File: config.mk
export PLATFORM = sky130hd
export DESIGN_NAME = load_data_unit_flat
export DESIGN_NICKNAME = d
export VERILOG_FILES = /design/src/rtl/load_data_unit_if.sv /design/src/rtl/load_data_unit.sv /design/src/flat_wrapper.sv
export SDC_FILE = /design/constraint.sdc
export NUM_CORES = 1
export LEC_CHECK = 0
export BUFFER_PORTS_ARGS = -buffer_cell sky130_fd_sc_hd__buf_2
export CORE_UTILIZATION = 30
export DETAILED_ROUTE_END_ITERATION = 6
export PLACE_DENSITY = 0.54
export SETUP_SLACK_MARGIN = 0.15
export SLEW_MARGIN = 40
export SYNTH_ARGS = -nofsm -noshare
export SYNTH_HDL_FRONTEND = slang
export SYNTH_SLANG_ARGS = --single-unit
File: constraint.sdc
create_clock -name clk -period 2.8 [get_ports clk]
set_clock_uncertainty 0.05 [all_clocks]
set_input_delay 0.56 -clock clk [delete_from_list [all_inputs] [get_ports clk]]
set_output_delay 0.56 -clock clk [all_outputs]
set_load 0.05 [all_outputs]
File: src/rtl/load_data_unit_if.sv
// ============================================================================
// Module      : load_data_unit_if
// Description : Load request, data-memory read port and writeback signals
//               of the load data unit.
// Revision    : 1.0 - initial release
// ============================================================================
`default_nettype none

interface load_data_unit_if;
    logic        ld_start;
    logic [2:0]  ld_funct3;
    logic [31:0] ld_addr;
    logic [4:0]  ld_rd;
    logic        mem_req;
    logic [31:0] mem_addr;
    logic        mem_gnt;
    logic        mem_rvalid;
    logic [31:0] mem_rdata;
    logic        busy;
    logic        ld_done;
    logic [31:0] ld_data;
    logic [4:0]  ld_rd_out;
    logic [1:0]  ld_err;

    // Pipeline / memory side driving the unit
    modport master (
        output ld_start, ld_funct3, ld_addr, ld_rd, mem_gnt, mem_rvalid, mem_rdata,
        input  mem_req, mem_addr, busy, ld_done, ld_data, ld_rd_out, ld_err
    );

    // The load data unit itself
    modport slave (
        input  ld_start, ld_funct3, ld_addr, ld_rd, mem_gnt, mem_rvalid, mem_rdata,
        output mem_req, mem_addr, busy, ld_done, ld_data, ld_rd_out, ld_err
    );
endinterface

`default_nettype wire

File: src/rtl/load_data_unit.sv
// ============================================================================
// Module      : load_data_unit
// Description : Issues one word-aligned read per load, then extracts and
//               sign/zero-extends the addressed lane for writeback.
// Revision    : 1.0 - initial release
// ============================================================================
`default_nettype none

module load_data_unit #(
    parameter int TIMEOUT_CYCLES = 64
) (
    input  wire logic           clk,
    input  wire logic           rst,
    load_data_unit_if.slave     bus
);

    localparam logic [1:0] c_st_idle = 2'd0;
    localparam logic [1:0] c_st_req  = 2'd1;
    localparam logic [1:0] c_st_wait = 2'd2;
    localparam logic [1:0] c_st_done = 2'd3;

    localparam int                 c_cnt_w = $clog2(TIMEOUT_CYCLES) + 1;
    localparam logic [c_cnt_w-1:0] c_limit = c_cnt_w'(TIMEOUT_CYCLES - 1);

    localparam logic [1:0] c_err_ok    = 2'b00;
    localparam logic [1:0] c_err_align = 2'b01;
    localparam logic [1:0] c_err_f3    = 2'b10;
    localparam logic [1:0] c_err_tmo   = 2'b11;

    logic [1:0]         r_state;
    logic [2:0]         r_funct3;
    logic [1:0]         r_off;
    logic [4:0]         r_rd;
    logic [c_cnt_w-1:0] r_cnt;
    logic               r_req;
    logic [31:0]        r_mem_addr;
    logic               r_busy;
    logic               r_done;
    logic [31:0]        r_data;
    logic [4:0]         r_rd_out;
    logic [1:0]         r_err;

    logic               w_illegal;
    logic               w_misal;
    logic [31:0]        w_shift;
    logic [31:0]        w_ext;
    logic [c_cnt_w-1:0] w_cnt_next;

    assign w_illegal = (bus.ld_funct3 == 3'b011) || (bus.ld_funct3[2:1] == 2'b11);
    assign w_misal   = ((bus.ld_funct3[1:0] == 2'b01) && bus.ld_addr[0]) ||
                       ((bus.ld_funct3[1:0] == 2'b10) && (bus.ld_addr[1:0] != 2'b00));

    // Saturating so a very long wait can never wrap back below the limit
    assign w_cnt_next = (r_cnt == {c_cnt_w{1'b1}}) ? r_cnt : r_cnt + c_cnt_w'(1);

    // Alignment was already enforced, so a byte shift by the offset covers every width
    always_comb begin
        w_shift = bus.mem_rdata >> {r_off, 3'b000};
        case (r_funct3)
            3'b000:  w_ext = {{24{w_shift[7]}}, w_shift[7:0]};
            3'b100:  w_ext = {24'h0, w_shift[7:0]};
            3'b001:  w_ext = {{16{w_shift[15]}}, w_shift[15:0]};
            3'b101:  w_ext = {16'h0, w_shift[15:0]};
            default: w_ext = w_shift;
        endcase
    end

    always_ff @(posedge clk) begin
        if (rst) begin
            r_state    <= c_st_idle;
            r_funct3   <= 3'b000;
            r_off      <= 2'b00;
            r_rd       <= 5'd0;
            r_cnt      <= '0;
            r_req      <= 1'b0;
            r_mem_addr <= 32'h0;
            r_busy     <= 1'b0;
            r_done     <= 1'b0;
            r_data     <= 32'h0;
            r_rd_out   <= 5'd0;
            r_err      <= c_err_ok;
        end else begin
            r_done <= 1'b0;
            case (r_state)
                c_st_idle: begin
                    if (bus.ld_start) begin
                        r_funct3 <= bus.ld_funct3;
                        r_off    <= bus.ld_addr[1:0];
                        r_rd     <= bus.ld_rd;
                        r_busy   <= 1'b1;
                        if (w_illegal || w_misal) begin
                            r_state  <= c_st_done;
                            r_done   <= 1'b1;
                            r_err    <= w_illegal ? c_err_f3 : c_err_align;
                            r_data   <= 32'h0;
                            r_rd_out <= bus.ld_rd;
                        end else begin
                            r_state    <= c_st_req;
                            r_req      <= 1'b1;
                            r_mem_addr <= {bus.ld_addr[31:2], 2'b00};
                        end
                    end
                end
                c_st_req: begin
                    if (bus.mem_gnt) begin
                        r_state <= c_st_wait;
                        r_req   <= 1'b0;
                        r_cnt   <= '0;
                    end
                end
                c_st_wait: begin
                    if (bus.mem_rvalid) begin
                        r_state  <= c_st_done;
                        r_done   <= 1'b1;
                        r_data   <= w_ext;
                        r_err    <= c_err_ok;
                        r_rd_out <= r_rd;
                    end else begin
                        r_cnt <= w_cnt_next;
                        if (w_cnt_next >= c_limit) begin
                            r_state  <= c_st_done;
                            r_done   <= 1'b1;
                            r_data   <= 32'h0;
                            r_err    <= c_err_tmo;
                            r_rd_out <= r_rd;
                        end
                    end
                end
                c_st_done: begin
                    r_state <= c_st_idle;
                    r_busy  <= 1'b0;
                end
                default: begin
                    r_state <= c_st_idle;
                    r_busy  <= 1'b0;
                    r_req   <= 1'b0;
                end
            endcase
        end
    end

    assign bus.mem_req   = r_req;
    assign bus.mem_addr  = r_mem_addr;
    assign bus.busy      = r_busy;
    assign bus.ld_done   = r_done;
    assign bus.ld_data   = r_data;
    assign bus.ld_rd_out = r_rd_out;
    assign bus.ld_err    = r_err;

endmodule

`default_nettype wire

File: src/flat_wrapper.sv
// flat-port wrapper written by rule: the top's interface ports become plain ports
module load_data_unit_flat 
#(
    parameter int TIMEOUT_CYCLES = 64
)
  (clk, rst, bus_ld_start, bus_ld_funct3, bus_ld_addr, bus_ld_rd, bus_mem_gnt, bus_mem_rvalid, bus_mem_rdata, bus_mem_req, bus_mem_addr, bus_busy, bus_ld_done, bus_ld_data, bus_ld_rd_out, bus_ld_err);
  load_data_unit_if bus_i ();
  input  wire logic clk;
  input  wire logic rst;
  input wire logic [$bits(bus_i.ld_start)-1:0] bus_ld_start;
  input wire logic [$bits(bus_i.ld_funct3)-1:0] bus_ld_funct3;
  input wire logic [$bits(bus_i.ld_addr)-1:0] bus_ld_addr;
  input wire logic [$bits(bus_i.ld_rd)-1:0] bus_ld_rd;
  input wire logic [$bits(bus_i.mem_gnt)-1:0] bus_mem_gnt;
  input wire logic [$bits(bus_i.mem_rvalid)-1:0] bus_mem_rvalid;
  input wire logic [$bits(bus_i.mem_rdata)-1:0] bus_mem_rdata;
  output wire logic [$bits(bus_i.mem_req)-1:0] bus_mem_req;
  output wire logic [$bits(bus_i.mem_addr)-1:0] bus_mem_addr;
  output wire logic [$bits(bus_i.busy)-1:0] bus_busy;
  output wire logic [$bits(bus_i.ld_done)-1:0] bus_ld_done;
  output wire logic [$bits(bus_i.ld_data)-1:0] bus_ld_data;
  output wire logic [$bits(bus_i.ld_rd_out)-1:0] bus_ld_rd_out;
  output wire logic [$bits(bus_i.ld_err)-1:0] bus_ld_err;
  assign bus_i.ld_start = bus_ld_start;
  assign bus_i.ld_funct3 = bus_ld_funct3;
  assign bus_i.ld_addr = bus_ld_addr;
  assign bus_i.ld_rd = bus_ld_rd;
  assign bus_i.mem_gnt = bus_mem_gnt;
  assign bus_i.mem_rvalid = bus_mem_rvalid;
  assign bus_i.mem_rdata = bus_mem_rdata;
  assign bus_mem_req = bus_i.mem_req;
  assign bus_mem_addr = bus_i.mem_addr;
  assign bus_busy = bus_i.busy;
  assign bus_ld_done = bus_i.ld_done;
  assign bus_ld_data = bus_i.ld_data;
  assign bus_ld_rd_out = bus_i.ld_rd_out;
  assign bus_ld_err = bus_i.ld_err;
  load_data_unit #(.TIMEOUT_CYCLES(TIMEOUT_CYCLES)) u_core (.clk(clk), .rst(rst), .bus(bus_i));
endmodule
==> out/metrics.cfg <==
[run_status]
status=finished clean

[routing]
dr.pass1.iters=4
drt_iter0_drc=244
wl_per_cell_um=14.6
drtAntennaViolNets=0
drcViolationCount=0
vias=4124
viasPerCell=4.91
drt_wl_total_um=12300

[critical_path]
cpPeakStageDelay_ps=480
crit_arrival_ps=2600
slowest_stage=dfxtp_1
cp_data_required_time_ps=2940
crit_path_end_kind=flop
crit_type=reg -> reg
worst-path-max-fanout=16
cp-start-kind=flop
crit_chain=ha_1 -> xnor2_1 -> or3b_4 -> a31o_4 -> a31oi_4 -> a211oi_1

[pwr]
p_leak_nw=2.27
vdd_drop_max_mv=0.448
cellPowerDensity_nw_per_um2=905

[global_routing]
grt_pass1_wl_um=19500
grt_max_degree=92
antenna_found_initial=0
overflow=0
grt_pass1_vias=3837
grt.total_usage_pct=16.9

[timing]
worst_slew_pin_slew_ps=686
finalHoldViolCount=0
slew_violations=0
period_needed_ps=2450
setup_viol_count_final=0
setup_slack_ps=348
final.setup.tns_ps=0
post-route-period-util_pct=87.6
relSlewSlack_pct=54.1
grt_setup_unrepaired=false
fmax_ghz=0.408

[hold_path]
hold_path_class=in -> reg

[clock_network]
cts_buffers=9
path_clk_slew_ps=60
cts_htree_levels=3
cts_num_sinks=91
postCtsSetupRepairBufs=0
cts_buffer_depth=2
cts_tree=built
cts_hold_buf=0
clock_latency_ps=340
cts-root-buf=clkbuf_16
cts_resized=0

[yosys]
muxShareOfSynthArea_pct=8.61
synth-xor-area-share_pct=0.203
synth_cell_types=53
yosysWarnings=0
netlist_area_um2=4310
synth_seq_cells=91
synthAdderAreaFrac_pct=1.45
syn_area_per_cell_um2=8.23
yosysSeqAreaShare_pct=42.2
synthArstFlopShare_pct=0
syn_inst=524
synth_flop_cell=dfxtp_1
synth_compound_area_share_pct=21.0
synth_top_family_by_area=simple AND/OR/NAND/NOR gates
synth_edf_count=0
synth-simple-area-share_pct=21.3

[job]
cap_viol_max_count=0

[final_layout]
fin_nets=737
n_antenna_cell=0
utilization_pct=39.4
drive_above_1_share_pct=29.7
final_cell_mix=buf_2, nand2_1, dfxtp_1
syn_to_final_growth_pct=27.2
stdcell_area_um2=5490
layout_commonest_cell=buf_2
layout.cells.non_filler=840

[floorplanning]
core_area_um2=13900
die_area_um2=14900
start_util_pct=31.0
num_rows=43
io_pins=151
dieHeight_um=122
dieWidth_um=122

[placement]
place_ws_ps=397
finalWeightedCongestion=0.872
place_area_um2=5180
port_buffers=148
numPlacedInstances=824
dp_hpwl_um=8920

==> synth_stat cells, types with 2 or more instances <==
| cell | n | area share (%) |
|---|---|---|
| nand2_1 | 119 | 10 |
| nor2_1 | 37 | 3.2 |
| dfxtp_1 | 91 | 42 |
| a21oi_1 | 67 | 7.8 |
| o2111ai_1 | 7 | 1.4 |
| nand2b_1 | 11 | 1.6 |
| a211oi_1 | 24 | 4.2 |
| buf_2 | 9 | 1.0 |
| and3_1 | 3 | 0.44 |
| nor3b_1 | 3 | 0.52 |
| clkbuf_1 | 21 | 1.8 |
| a22oi_1 | 2 | 0.35 |
| nor3_1 | 5 | 0.58 |
| mux2_2 | 8 | 2.1 |
| nor2b_1 | 6 | 0.87 |
| a31oi_1 | 2 | 0.29 |
| a31oi_4 | 2 | 0.99 |
| nand3_1 | 13 | 1.5 |
| a32oi_1 | 2 | 0.41 |
| o21ai_0 | 21 | 2.4 |
| buf_1 | 2 | 0.17 |
| mux2i_1 | 21 | 4.9 |
| mux4_2 | 2 | 1.0 |
| ha_1 | 5 | 1.5 |
| and2_1 | 2 | 0.29 |
| buf_6 | 3 | 0.78 |
| or3_1 | 3 | 0.44 |
| inv_1 | 5 | 0.44 |
| buf_4 | 4 | 0.70 |
==> path summary, 6_finish.rpt <==
path,start,endpoint,slack [ps],cells after the start
max,u_core.r_cnt[0],u_core.bus.ld_data[20],350,6
min,bus_ld_addr[3],u_core.bus.mem_addr[3],400,3
max reg2reg,u_core.r_cnt[0],u_core.bus.ld_data[20],350,6
min reg2reg,u_core.bus.mem_addr[31],u_core.bus.mem_addr[31],400,2
==> per-stage QoR <==
stage	total power, W	hold WS, ps
global placement	0.00374	389
finish	0.00497	399
global route	0.00528	388
CTS	0.00503	384
detailed placement	0.00378	395
floorplan	0.00327	386
==> flip-flops by register name, summed over array words and instances (netlist names) <==
signal,flops
u_core.r_off,2
u_core.bus.mem_addr,30
u_core.r_rd,5
u_core.bus.busy,1
u_core.bus.mem_req,1
u_core.r_cnt,7
u_core.bus.ld_data,32
u_core.bus.ld_rd_out,5
u_core.r_funct3,3
u_core.bus.ld_done,1
u_core.bus.ld_err,2
u_core.r_state,2
==> area by class of cell <==
class,instances,area [um^2]
Clock buffer,10,239
Clock inverter,6,63.8
Fill cell,1474,8450
Inverter,5,18.8
Multi-Input combinational cell,389,2280
Sequential cell,91,1820
Tap cell,180,225
Timing Repair Buffer,159,840
==> layer usage <==
layer | vias to the layer above | track usage (%) | part of all wire (%)
met5 | - | 0 | 0
met2 | 138 | 27.2 | 46
met1 | 1893 | 21.4 | 45
met4 | 0 | 4.32 | 0.72
met3 | 8 | 6.04 | 7.8
li1 | 2085 | - | -
==> critical path, delay by kind of cell, from the launching register on <==
kind	cells	cell delay, ps
AOI/OAI and AO/OA	3	890
DFF	1	480
and+or+nand+nor	1	430
adders and majority gates	1	340
xor gates and xnor gates	1	100
==> cell families (layout without fill, tap and decap cells) <==
logic type | Yosys count | in the layout
AND/OR/NAND/NOR | 208 | 208
AO/OA/AOI/OAI | 140 | 140
flip-flops | 91 | 91
buffers and inverters | 45 | 180
multiplexers | 33 | 33
adder cells (fa/ha/maj) | 5 | 5
other | 1 | 2
XOR/XNOR | 1 | 1
==> where the power goes <==
part | leakage [nW] | internal (W) | switching, W | total, W
sequential | 0.741 | 0.00152 | 0.000135 | 0.00165
combinational | 1.38 | 0.000617 | 0.00147 | 0.00208
clock | 0.145 | 0.000716 | 0.000516 | 0.00123
(Power assumes the default switching activity.)
